### config.mk
export PLATFORM = sky130hd
export DESIGN_NAME = pc_next_sequencer
export DESIGN_NICKNAME = d
export VERILOG_FILES = /design/src/rtl/pc_next_sequencer.sv
export SDC_FILE = /design/constraint.sdc
export NUM_CORES = 1
export LEC_CHECK = 0
export CAP_MARGIN = 20
export CELL_PAD_IN_SITES_DETAIL_PLACEMENT = 1
export CELL_PAD_IN_SITES_GLOBAL_PLACEMENT = 1
export CORE_ASPECT_RATIO = 1.2
export CORE_UTILIZATION = 37
export CTS_BUF_LIST = sky130_fd_sc_hd__clkbuf_16
export CTS_CLUSTER_DIAMETER = 80
export CTS_CLUSTER_SIZE = 10
export DETAILED_ROUTE_END_ITERATION = 8
export PLACE_DENSITY = 0.85
export SLEW_MARGIN = 10
export SYNTH_ARGS = -nofsm -noshare
export SYNTH_HDL_FRONTEND = slang
export SYNTH_SLANG_ARGS = --single-unit
### constraint.sdc
create_clock -name clk -period 5.4 [get_ports clk]
set_clock_uncertainty 0.1 [all_clocks]
set_input_delay 1.62 -clock clk [delete_from_list [all_inputs] [get_ports clk]]
set_output_delay 1.62 -clock clk [all_outputs]
set_load 0.05 [all_outputs]
### src/rtl/pc_next_sequencer.sv
// -----------------------------------------------------------------------------
// pc_next_sequencer
//   Holds the program counter and chooses the next PC. Sources, highest
//   priority first: exception vector, taken branch, jump, latched (pending)
//   redirect target, sequential increment. A stall freezes the PC. A branch or
//   jump that arrives during a stall is latched and applied when the stall
//   releases. Exceptions are never stalled.
//
// Parameters
//   WIDTH       PC / target width in bits
//   RESET_PC    pc_o value after reset
//   EXC_VECTOR  exception entry address
//   INC         sequential increment
//
// Ports
//   clk           rising-edge clock
//   rst           asynchronous, active-high reset
//   stall_i       hold PC this cycle
//   br_taken_i    branch resolved taken
//   br_target_i   branch target
//   jmp_i         unconditional jump request
//   jmp_target_i  jump target
//   exc_i         exception request
//   pc_o          current PC (registered)
//   pc_inc_o      pc_o + INC (combinational, wraps)
//   redirect_o    pc_o was loaded from a non-sequential source at the last edge
//   pending_o     a redirect is latched, waiting for stall release (FSM in HOLD)
//
// Request semantics: br_taken_i, jmp_i and exc_i are level requests sampled on
// every rising edge; there is no ready/acknowledge. A request sampled while
// stalled is latched (br/jmp) or applied at once (exc).
// -----------------------------------------------------------------------------
module pc_next_sequencer #(
  parameter int unsigned            WIDTH      = 32,
  parameter logic [WIDTH-1:0]       RESET_PC   = '0,
  parameter logic [WIDTH-1:0]       EXC_VECTOR = WIDTH'(32'h0000_0180),
  parameter int unsigned            INC        = 4
) (
  input  logic             clk,
  input  logic             rst,
  input  logic             stall_i,
  input  logic             br_taken_i,
  input  logic [WIDTH-1:0] br_target_i,
  input  logic             jmp_i,
  input  logic [WIDTH-1:0] jmp_target_i,
  input  logic             exc_i,
  output logic [WIDTH-1:0] pc_o,
  output logic [WIDTH-1:0] pc_inc_o,
  output logic             redirect_o,
  output logic             pending_o
);

  localparam logic [WIDTH-1:0] INC_W = WIDTH'(INC);

  typedef enum logic {
    RUN  = 1'b0,
    HOLD = 1'b1
  } state_t;

  state_t           r_state;
  logic [WIDTH-1:0] r_pc;
  logic [WIDTH-1:0] r_pend_tgt;
  logic             r_redirect;

  state_t           w_state_nxt;
  logic [WIDTH-1:0] w_pc_nxt;
  logic [WIDTH-1:0] w_pend_nxt;
  logic             w_redirect_nxt;
  logic             w_bj_req;
  logic [WIDTH-1:0] w_bj_tgt;
  logic [WIDTH-1:0] w_pc_inc;

  assign w_pc_inc = r_pc + INC_W;

  // Branch beats jump when both are asserted in the same cycle.
  assign w_bj_req = br_taken_i | jmp_i;
  assign w_bj_tgt = br_taken_i ? br_target_i : jmp_target_i;

  always_ff @(posedge clk or posedge rst) begin
    if (rst) begin
      r_state    <= RUN;
      r_pc       <= RESET_PC;
      r_pend_tgt <= '0;
      r_redirect <= 1'b0;
    end else begin
      r_state    <= w_state_nxt;
      r_pc       <= w_pc_nxt;
      r_pend_tgt <= w_pend_nxt;
      r_redirect <= w_redirect_nxt;
    end
  end

  always_comb begin
    w_state_nxt    = r_state;
    w_pc_nxt       = r_pc;
    w_pend_nxt     = r_pend_tgt;
    w_redirect_nxt = 1'b0;

    if (exc_i) begin
      // Exceptions ignore stall and discard any latched redirect.
      w_pc_nxt       = EXC_VECTOR;
      w_pend_nxt     = '0;
      w_state_nxt    = RUN;
      w_redirect_nxt = 1'b1;
    end else begin
      unique case (r_state)
        RUN: begin
          if (!stall_i) begin
            if (w_bj_req) begin
              w_pc_nxt       = w_bj_tgt;
              w_redirect_nxt = 1'b1;
            end else begin
              w_pc_nxt = w_pc_inc;
            end
          end else if (w_bj_req) begin
            w_pend_nxt  = w_bj_tgt;
            w_state_nxt = HOLD;
          end
        end
        HOLD: begin
          if (stall_i) begin
            // Newest request replaces the latched target.
            if (w_bj_req) begin
              w_pend_nxt = w_bj_tgt;
            end
          end else begin
            w_pc_nxt       = w_bj_req ? w_bj_tgt : r_pend_tgt;
            w_redirect_nxt = 1'b1;
            w_pend_nxt     = '0;
            w_state_nxt    = RUN;
          end
        end
        default: begin
          w_state_nxt = RUN;
        end
      endcase
    end
  end

  assign pc_o       = r_pc;
  assign pc_inc_o   = w_pc_inc;
  assign redirect_o = r_redirect;
  assign pending_o  = (r_state == HOLD);

endmodule

; Word-level counts from Yosys, hierarchy flattened
; Cells that the tools add are included.
; W data, S select, Z words.
[word_totals]
regBits = 66
input_bits = 70
out_inout_bits = 66
wordCells = 31
[classes]
add_sub_neg = 1
n_eq_ne = 3
mux = 20
n_bitwise = 2
reduce_logical = 1
[op_table]
columns = op, count
row1 = $mux W32, 9
row2 = $pmux W32 S2, 2
row3 = $add A32 B3 Y32 const B, 1
row4 = $ne A3 B3 Y1 const B, 3
row5 = $mux W1, 7
row6 = $pmux W1 S2, 2
row7 = $reduce_and A2 Y1, 1
row8 = $not A1 Y1, 1
row9 = $or A1 B1 Y1, 1

; Longest topological paths before layout
; Gate-level depths: netlist of the first run.
[logic_depth]
ltp_word = 5
ltp_mapped = 8
depth_no_buf = 6

; Worst setup path after synthesis of the first run
; Ideal clock, no wire load.
[synth_timing]
path_type = register to output
startpoint = register r_pc[4], in the netlist pc_o[4]
endpoint = output port pc_inc_o[17]
arrival_time_ns = 2.479
required_ns = 3.680
path_slack_ns = 1.201
path_stages_with_launch = 8
path_buffers = 3
path_cell_list = dfrtp_1 buf_2 and4_1 buf_4 nand4_4 buf_6 nor2_1 xor2_1
[synth_between]
elab_chain_cells = 1
[synth_rtl]
columns = element, line
row1 = start: declaration, 61  ; logic [WIDTH-1:0] r_pc;
row2 = start signal: assignment, 87  ; r_pc <= w_pc_nxt;
row3 = $add A32 B3 Y32, 73  ; assign w_pc_inc = r_pc + INC_W;
row4 = end: declaration, 48  ; output logic [WIDTH-1:0] pc_inc_o,
; No other way between the ends.

; Worst setup path after layout of the first run
[layout_timing]
startpoint = register r_pc[13], in the netlist pc_o[13]
endpoint = output port pc_inc_o[29]
; The elaborated chain is that of the path after synthesis.

==> impl_metrics.yaml, run 1 <==
run_status:
  status: "completed"
grt:
  grt_max_degree: 46
  track_usage_pct: 27.3
  grt-ovfl-total: 0
  grt_pass1_wl_um: 25400
  grt_antenna_before_repair: 0
  grt_pass1_vias: 4895
flow_run:
  cap_viol_max_count: 0
power_and_ir_drop:
  combPwrFrac_pct: 27.2
  p_leak_uw: 0.00256
  power_density_mw_per_mm2: 289
  power.switching_uw: 584
  switching_share_pct: 33.5
  clkPwrFrac_pct: 39.4
  power_frac_seq_pct: 33.4
  p_int_uw: 1160
  peakVddDrop_v: 0.000209
die:
  io_pins: 136
  start_util_pct: 38.3
  rows: 42
  fp.dieH_um: 120
  core_area_mm2: 0.0111
  fp.dieArea_mm2: 0.0120
  chipWidth_um: 100
clock_network:
  ctsResizeCount: 0
  cts_setup_buffers: 0
  max-clock-path-buffers: 2
  cts_sinks: 66
  cts_tree: "done"
  htreeDepth: 3
  clk_pin_slew_ps: 60
  cts_hold_buffers: 0
  numCtsBuffers: 9
  root_buffer: "clkbuf_16"
  clock_latency_ps: 330
setup_path:
  cp_max_fo: 13
  r2r_start: "pending_o$_DFF_PP0_"
  cp.arrival_ps: 3040
  cp-end-kind: "output pin"
  slowest_delay_ps: 810
  crit_path_start_kind: "register"
  required_ps: 3680
  r2r_slack_ps: 2790
  crit_chain: "and4_1, nand4_2, nor3_1, xor2_1, clkdlybuf4s50_1"
  r2r_end: "pc_o[14]$_DFFE_PP0P_"
  rr_worst_depth: 5
  critPathKind: "reg -> out"
  crit_buf_inv: 1
  cp_top_family: "simple AND/OR/NAND/NOR gates"
  slowest_stage: "clkdlybuf4s50_1"
sta:
  period_minus_slack_ps: 4760
  final-max-slew-violation-count: 0
  tns_ps: 0
  fmax_ghz: 0.210
  max_slew.worst_pin.slew_ps: 1120
  slew_headroom_pct: 25.4
  rsz0062_at_grt: "false"
  hold_viol_final: 0
  period_share_pct: 88.2
  finalSetupViolations: 0
finish:
  antenna_cells: 0
  fillers: 1342
  drive_above_1_share_pct: 6.43
  fin_nets: 704
  finalNonFillerCells: 792
  area_growth_pct: 41.5
synthesis:
  syn_avg_cell_area_um2: 8.26
  synth_top_area_share_pct: 38.7
  synth_flop_cell: "dfrtp_1"
  synth_area_mm2: 0.00427
  ys_seq_area_share_pct: 38.7
  synth_xor_area_share_pct: 5.54
  synth_simple_gate_area_share_pct: 23.9
  ys_top_cells_by_count: "76 x nand2_1, 66 x dfrtp_1, 65 x nor2_1, 49 x o21ai_0, 25 x o22ai_1"
  synth_compound_area_share_pct: 25.4
  async_flop_share_pct: 100
  yosysWarnings: 0
  synth_nets: 588
  yosys-top-cells-area: "dfrtp_1 39%, nand2_1 6.7%, o21ai_0 5.7%, nor2_1 5.7%, o41ai_1 3.7%"
  synth.most_common_cell: "nand2_1"
  ys_ff_latch: 66
  synth_adder_area_share_pct: 0.293
  synth_top_family_by_area: "compound AO/OA/AOI/OAI gates"
  yosys.area.top_type: "dfrtp_1"
  synth_cell_types: 51
  synth_edf_count: 0
  muxShareOfSynthArea_pct: 0.733
  syn_inst: 517
routing:
  drt_iter0_drc: 247
  viasPerCell: 5.90
  drc: 0
  wl_um: 15800
  drtPass1Iterations: 4
  routedWlPerCell_um: 20.0
  vias: 4671
  ant_nets: 0
min_path:
  min_to: "r_pend_tgt[13]$_DFFE_PP0P_"
  hp-start: "r_pend_tgt[13]$_DFFE_PP0P_"
  min_path_cells: 2
  min-delay-path-class: "reg -> reg"
placed_design:
  dp_hpwl_um: 11200
  io_buffers: 135
  gp_congestion: 0.864
  dp.cells: 775
[per-stage QoR]
stage	util (%)	hold slack (ps)	cell area [um^2]	power [uW]	setup slack (ps)
2_1_floorplan	-	344	4270	870	1200
3_3_place_gp	51.0	364	5680	1050	1110
3_5_place_dp	51.0	380	5680	1060	992
4_1_cts	54.0	399	6020	1740	670
5_1_grt	54.2	426	6040	1810	466
6_report	54.2	396	6040	1750	639
[placed cells by master, fill, tap and decap left out, drive strengths merged, types with 10 or more instances in the layout]
cell / count
o22ai: 25
nor3: 20
o41ai: 18
nor2: 66
nand2: 76
clkdlybuf4s50: 135
xnor2: 17
a22o: 17
inv: 10
dfrtp: 66
a21oi: 12
xor2: 10
o21ai: 51
[logic make-up (layout without fill, tap and decap cells)]
logic type / Yosys count / in the layout
compound gates: 163 / 163
xor+xnor: 27 / 27
fa+ha+maj: 1 / 1
buf+inv: 49 / 170
flops: 66 / 66
mux: 3 / 3
simple gates: 208 / 208
[worst max path at each step]
stage	from	cells past startpoint	slack, ps	endpoint
2_1_floorplan	pc_o[4]$_DFFE_PP0P_	7	1200	pc_inc_o[17]
3_3_place_gp	pc_o[4]$_DFFE_PP0P_	5	1110	pc_inc_o[31]
3_5_place_dp	br_taken_i	6	990	pc_o[14]$_DFFE_PP0P_
4_1_cts	pc_o[13]$_DFFE_PP0P_	5	670	pc_inc_o[29]
5_1_grt	pc_o[13]$_DFFE_PP0P_	5	470	pc_inc_o[29]
6_report	pc_o[13]$_DFFE_PP0P_	5	640	pc_inc_o[29]
[power groups by stage]
stage               combinational (uW)  sequential [uW]  clock (uW)
floorplan                          222              648           0
global placement                   463              584           0
detailed placement                 471              590           0
CTS                                474              582         688
global route                       500              588         720
finish                             475              583         688
[flip-flops by register name (all words and copies together) (netlist names)]
register	cells
r_pend_tgt	32
pc_o	32
pending_o	1
redirect_o	1
[worst reg2reg max path, stage by stage (launching register included)]
cell,delay (ps)
dfrtp_1,530
or3b_1,900
nor2_1,200
a2111oi_0,530
o21ai_0,160
o41ai_1,110
[per-layer routing]
metal,wire [um],vias to the layer above,share of wire (%),track usage (%)
met3,974,30,6.2,4.78
li1,-,2108,-,-
met4,342,0,2.2,10.4
met5,0,-,0,0
met1,6450,2361,41,34.4
met2,8050,172,51,46.4
[cell type report]
cell class	instances	area (um^2)	share of cell area, %
clock buffers	9	225	3.73
clock inverters	7	118	1.95
inverters	11	41.3	0.684
multi-input cells	402	2390	39.5
flip-flops and latches	66	1650	27.3
well taps	154	193	3.19
repair buffers	143	1420	23.6
Note: power is estimated with default switching activity, not from simulation.
==> inputs of run 2 (changes only) <==
- CORE_ASPECT_RATIO: 1.2 -> 1.5
- SKIP_CTS_REPAIR_TIMING: not set -> 1
==> run 2 against run 1 <==
Highest routed layer unchanged; largest power group is now registers; design area decreased by 1.8%; total power shrank 10%; final cell count down 0.88%; hold slack worse by 11 ps.
==> impl_metrics.yaml, run 2 (same netlist as run 1, synthesis figures left out) <==
run_status:
  status: "completed"
routing:
  drt_iter0_drc: 157
  viasPerCell: 5.87
  drc: 0
  ant_nets: 0
  drtPass1Iterations: 4
  routedWlPerCell_um: 20.4
  vias: 4610
  wl_um: 16000
setup_path:
  cp_top_family: "simple AND/OR/NAND/NOR gates"
  crit_path_start_kind: "register"
  critPathKind: "reg -> out"
  required_ps: 3680
  cp-end-kind: "output pin"
  slowest_delay_ps: 820
  cp.arrival_ps: 3090
  crit_buf_inv: 1
  slowest_stage: "clkdlybuf4s50_1"
  crit_chain: "and4_1, nand4_2, nor3_1, xor2_1, clkdlybuf4s50_1"
  cp_max_fo: 13
finish:
  final_cell_mix: "135 x clkdlybuf4s50_1, 76 x nand2_1, 66 x dfrtp_1"
  final_common_cell: "clkdlybuf4s50_1"
  drive_above_1_share_pct: 5.80
  fillers: 1321
  area_growth_pct: 38.9
  fin_nets: 704
  fin_util_pct: 53.4
  antenna_cells: 0
power_and_ir_drop:
  power_density_mw_per_mm2: 265
  peakVddDrop_v: 0.000160
  p_leak_uw: 0.00252
sta:
  max_slew.worst_pin.slew_ps: 1130
  final-max-slew-violation-count: 0
  period_share_pct: 89.1
  period_minus_slack_ps: 4810
  hold_viol_final: 0
  finalSetupViolations: 0
  rsz0062_at_grt: "false"
  slew_headroom_pct: 24.6
  fmax_ghz: 0.208
  tns_ps: 0
clock_network:
  clk_pin_slew_ps: 50
  clock_latency_ps: 330
  root_buffer: "clkbuf_16"
  cts_tree: "done"
  numCtsBuffers: 9
  cts_sinks: 66
  max-clock-path-buffers: 2
  htreeDepth: 3
die:
  io_pins: 136
  core_area_mm2: 0.0111
  fp.dieArea_mm2: 0.0120
  rows: 47
  start_util_pct: 38.4
  chipWidth_um: 89.7
  fp.dieH_um: 134
grt:
  grt-ovfl-total: 0
  grt_max_degree: 37
  grt_antenna_before_repair: 0
  track_usage_pct: 27.0
  grt_pass1_vias: 5028
  grt_pass1_wl_um: 25600
placed_design:
  io_buffers: 135
  gp_congestion: 0.863
  dp_hpwl_um: 11600
min_path:
  min-delay-path-class: "reg -> reg"
flow_run:
  cap_viol_max_count: 0
==> run 2: cell types whose count changed in the layout (fill, tap and decap cells not counted) <==
cell,previous run,this run
bufinv_16,3,0
inv_1,9,12
clkinv_4,2,0
buf_12,1,0
buf_4,7,8
clkinv_1,1,2
clkinv_2,2,3
==> run 2: routing by layer <==
metal  vias up  part of all wire [%]  global-route usage, %
met5         -                     0                      0
met4         0                   4.7                   16.4
met3        53                   4.9                   4.57
met2       157                    53                   49.3
met1      2291                    37                   29.0
li1       2109                     -                      -
==> run 2: where the power goes <==
group | internal, uW | switching (uW) | total [uW]
combinational | 178 | 299 | 477
sequential | 532 | 50.7 | 582
clock | 301 | 212 | 513
total | 1010 | 561 | 1570
==> run 2: worst reg2reg max path, delay by kind of cell, from the launching register on <==
kind               cells  cell delay (ps)
AOI/OAI and AO/OA      3              660
DFF                    1              510
and+or+nand+nor        2             1040
==> run 2: path summary, 6_finish.rpt <==
path / cells past startpoint / slack, ps / endpoint / start
setup / recovery: 5 / 590 / pc_inc_o[29] / pc_o[18]$_DFFE_PP0P_
hold / removal: 2 / 390 / r_pend_tgt[0]$_DFFE_PP0P_ / r_pend_tgt[0]$_DFFE_PP0P_
setup reg to reg: 5 / 2980 / pc_o[14]$_DFFE_PP0P_ / pending_o$_DFF_PP0_
hold reg to reg: 2 / 390 / r_pend_tgt[0]$_DFFE_PP0P_ / r_pend_tgt[0]$_DFFE_PP0P_
max in group asynchronous: 3 / 2580 / pc_o[8]$_DFFE_PP0P_ / rst
min in group asynchronous: 2 / 1660 / redirect_o$_DFF_PP0_ / rst
==> run 2: layout make-up <==
class / instances / area [um^2] / share of cell area, %
multi-input cells: 402 / 2390 / 40.3
inverters: 11 / 41.3 / 0.696
clock inverters: 7 / 30.0 / 0.506
flip-flops and latches: 66 / 1650 / 27.8
repair buffers: 143 / 1410 / 23.8
clock buffers: 9 / 225 / 3.80
well taps: 147 / 184 / 3.10
==> run 2: per-stage QoR <==
stage               total power [uW]  setup WS, ps  instances  cell area [um^2]  hold slack (ps)
global route                    1630           474        785              5930              421
finish                          1570           590        785              5930              386
global placement                1050          1050        769              5680              363
CTS                             1580           604        785              5930              387
detailed placement              1060           973        769              5680              375
floorplan                        870          1200        517              4270              344
==> inputs of run 3 (changes only) <==
- CORE_ASPECT_RATIO: 1.5 -> 1.75
- CORE_MARGIN: not set -> 4
==> run 3 against run 2 <==
Sequential share of layout area about the same; final cell count down 2.0%; combinational power about the same; via count rose by 0.78%; critical path depth stayed put; core utilization decreased by 0.54 points; design area barely moved; total power is 3.0% higher; hold slack improved by 3.3 ps; maximum frequency grew 0.61%; critical endpoint unchanged.
==> impl_metrics.yaml, run 3 (same netlist as run 1, synthesis figures left out) <==
routing:
  drt_iter0_drc: 215
  wl_um: 16200
  drc: 0
  routedWlPerCell_um: 21.1
  drtPass1Iterations: 5
  viasPerCell: 6.04
  vias: 4646
  ant_nets: 0
sta:
  fmax_ghz: 0.209
  rsz0062_at_grt: "false"
  finalSetupViolations: 0
  period_minus_slack_ps: 4780
  slew_headroom_pct: 34.2
  hold_viol_final: 0
  max_slew.worst_pin.slew_ps: 987
  tns_ps: 0
  final-max-slew-violation-count: 0
  fin_ws_ps: 619
  period_share_pct: 88.5
min_path:
  min-delay-path-class: "reg -> reg"
clock_network:
  numCtsBuffers: 9
  htreeDepth: 3
  cts_tree: "done"
  max-clock-path-buffers: 2
  root_buffer: "clkbuf_16"
  clk_pin_slew_ps: 50
  clock_latency_ps: 340
  cts_sinks: 66
power_and_ir_drop:
  combPwrFrac_pct: 29.3
  power_density_mw_per_mm2: 273
  power.switching_uw: 563
  switching_share_pct: 34.7
  clkPwrFrac_pct: 34.7
  p_int_uw: 1060
  p_leak_uw: 0.00252
  power_frac_seq_pct: 36.0
  peakVddDrop_v: 0.000165
setup_path:
  crit_start: "pc_o[13]$_DFFE_PP0P_"
  cp-end-kind: "output pin"
  critPathKind: "reg -> out"
  cp_top_family: "simple AND/OR/NAND/NOR gates"
  worstSetupPathDepth: 5
  r2r_start: "pending_o$_DFF_PP0_"
  setup.worst_path.end: "pc_inc_o[29]"
  r2r_end: "pc_o[9]$_DFFE_PP0P_"
  rr_worst_depth: 5
  cp.arrival_ps: 3060
  crit_buf_inv: 1
  crit_path_start_kind: "register"
  crit_chain: "and4_1, nand4_2, nor3_1, xor2_1, clkdlybuf4s50_1"
  slowest_delay_ps: 810
  slowest_stage: "clkdlybuf4s50_1"
  cp_max_fo: 13
  required_ps: 3680
  r2r_slack_ps: 2970
die:
  core_area_mm2: 0.0112
  rows: 51
  chipWidth_um: 89.2
  start_util_pct: 38.0
  fp.dieArea_mm2: 0.0134
  fp.dieH_um: 150
  io_pins: 136
placed_design:
  gp_congestion: 0.880
  dp_hpwl_um: 11800
  post-place-ws_ps: 928
  io_buffers: 135
finish:
  final_common_cell: "clkdlybuf4s50_1"
  drive_above_1_share_pct: 5.65
  antenna_cells: 0
  fin_nets: 704
  fillers: 1342
  final_cell_mix: "135 x clkdlybuf4s50_1, 76 x nand2_1, 66 x dfrtp_1"
  area_growth_pct: 39.0
grt:
  grt_pass1_vias: 4902
  track_usage_pct: 24.8
  grt-ovfl-total: 0
  grt_antenna_before_repair: 0
  grt_max_degree: 40
  grt_pass1_wl_um: 25100
flow_run:
  cap_viol_max_count: 0
run_status:
  status: "completed"
-- run 3: cell count changes in the layout (fill, tap and decap cells not counted), sizes merged --
cell	change
bufinv	+1
inv	-2
-- run 3: power groups by stage --
stage          Sequential (uW)  Combinational [uW]  Clock, uW
3_5_place_dp               591                 474          0
5_1_grt                    591                 501        586
6_report                   584                 474        561
2_1_floorplan              648                 222          0
4_1_cts                    583                 477        563
3_3_place_gp               587                 463          0
-- run 3: cell type report --
class                      instances  area (um^2)  area share (%)
timing repair buffer             143         1410            23.8
multi-input combinational        402         2390            40.2
tap                              132          165            2.78
sequential                        66         1650            27.8
clock inverter                     6         50.0           0.844
inverter                          11         41.3           0.696
clock buffer                       9          225            3.80
-- run 3: worst reg2reg max path: cells and delay by family, from the launching register on --
kind / cells / cell delay (ps)
flip-flops: 1 / 580
AND/OR/NAND/NOR: 2 / 910
AO/OA/AOI/OAI: 3 / 730
-- run 3: per-layer routing --
metal | up-vias | share of wire (%) | track usage (%)
met5 | - | 0 | 0
met4 | 0 | 5.7 | 16.2
met3 | 57 | 4.9 | 2.52
met2 | 183 | 54 | 45.0
met1 | 2290 | 35 | 26.0
li1 | 2116 | - | -
-- run 3: worst min-delay path by stage --
stage | startpoint | endpoint | slack, ps | cells past startpoint
finish | r_pend_tgt[0]$_DFFE_PP0P_ | r_pend_tgt[0]$_DFFE_PP0P_ | 390 | 2
global route | r_pend_tgt[18]$_DFFE_PP0P_ | r_pend_tgt[18]$_DFFE_PP0P_ | 420 | 2
CTS | r_pend_tgt[3]$_DFFE_PP0P_ | r_pend_tgt[3]$_DFFE_PP0P_ | 390 | 2
detailed placement | r_pend_tgt[0]$_DFFE_PP0P_ | r_pend_tgt[0]$_DFFE_PP0P_ | 380 | 2
global placement | r_pend_tgt[7]$_DFFE_PP0P_ | r_pend_tgt[7]$_DFFE_PP0P_ | 360 | 2
floorplan | r_pend_tgt[3]$_DFFE_PP0P_ | r_pend_tgt[3]$_DFFE_PP0P_ | 340 | 2
-- run 3: through the flow --
stage                     utilization, %  hold WS (ps)  power (uW)  instance area [um^2]  instances
after floorplan                        -           344         870                  4270        517
after global placement              50.3           363        1050                  5650        753
after detailed placement            50.3           380        1060                  5650        753
after CTS                           52.8           393        1620                  5920        768
after global routing                52.8           424        1680                  5930        769
final                               52.8           389        1620                  5930        769
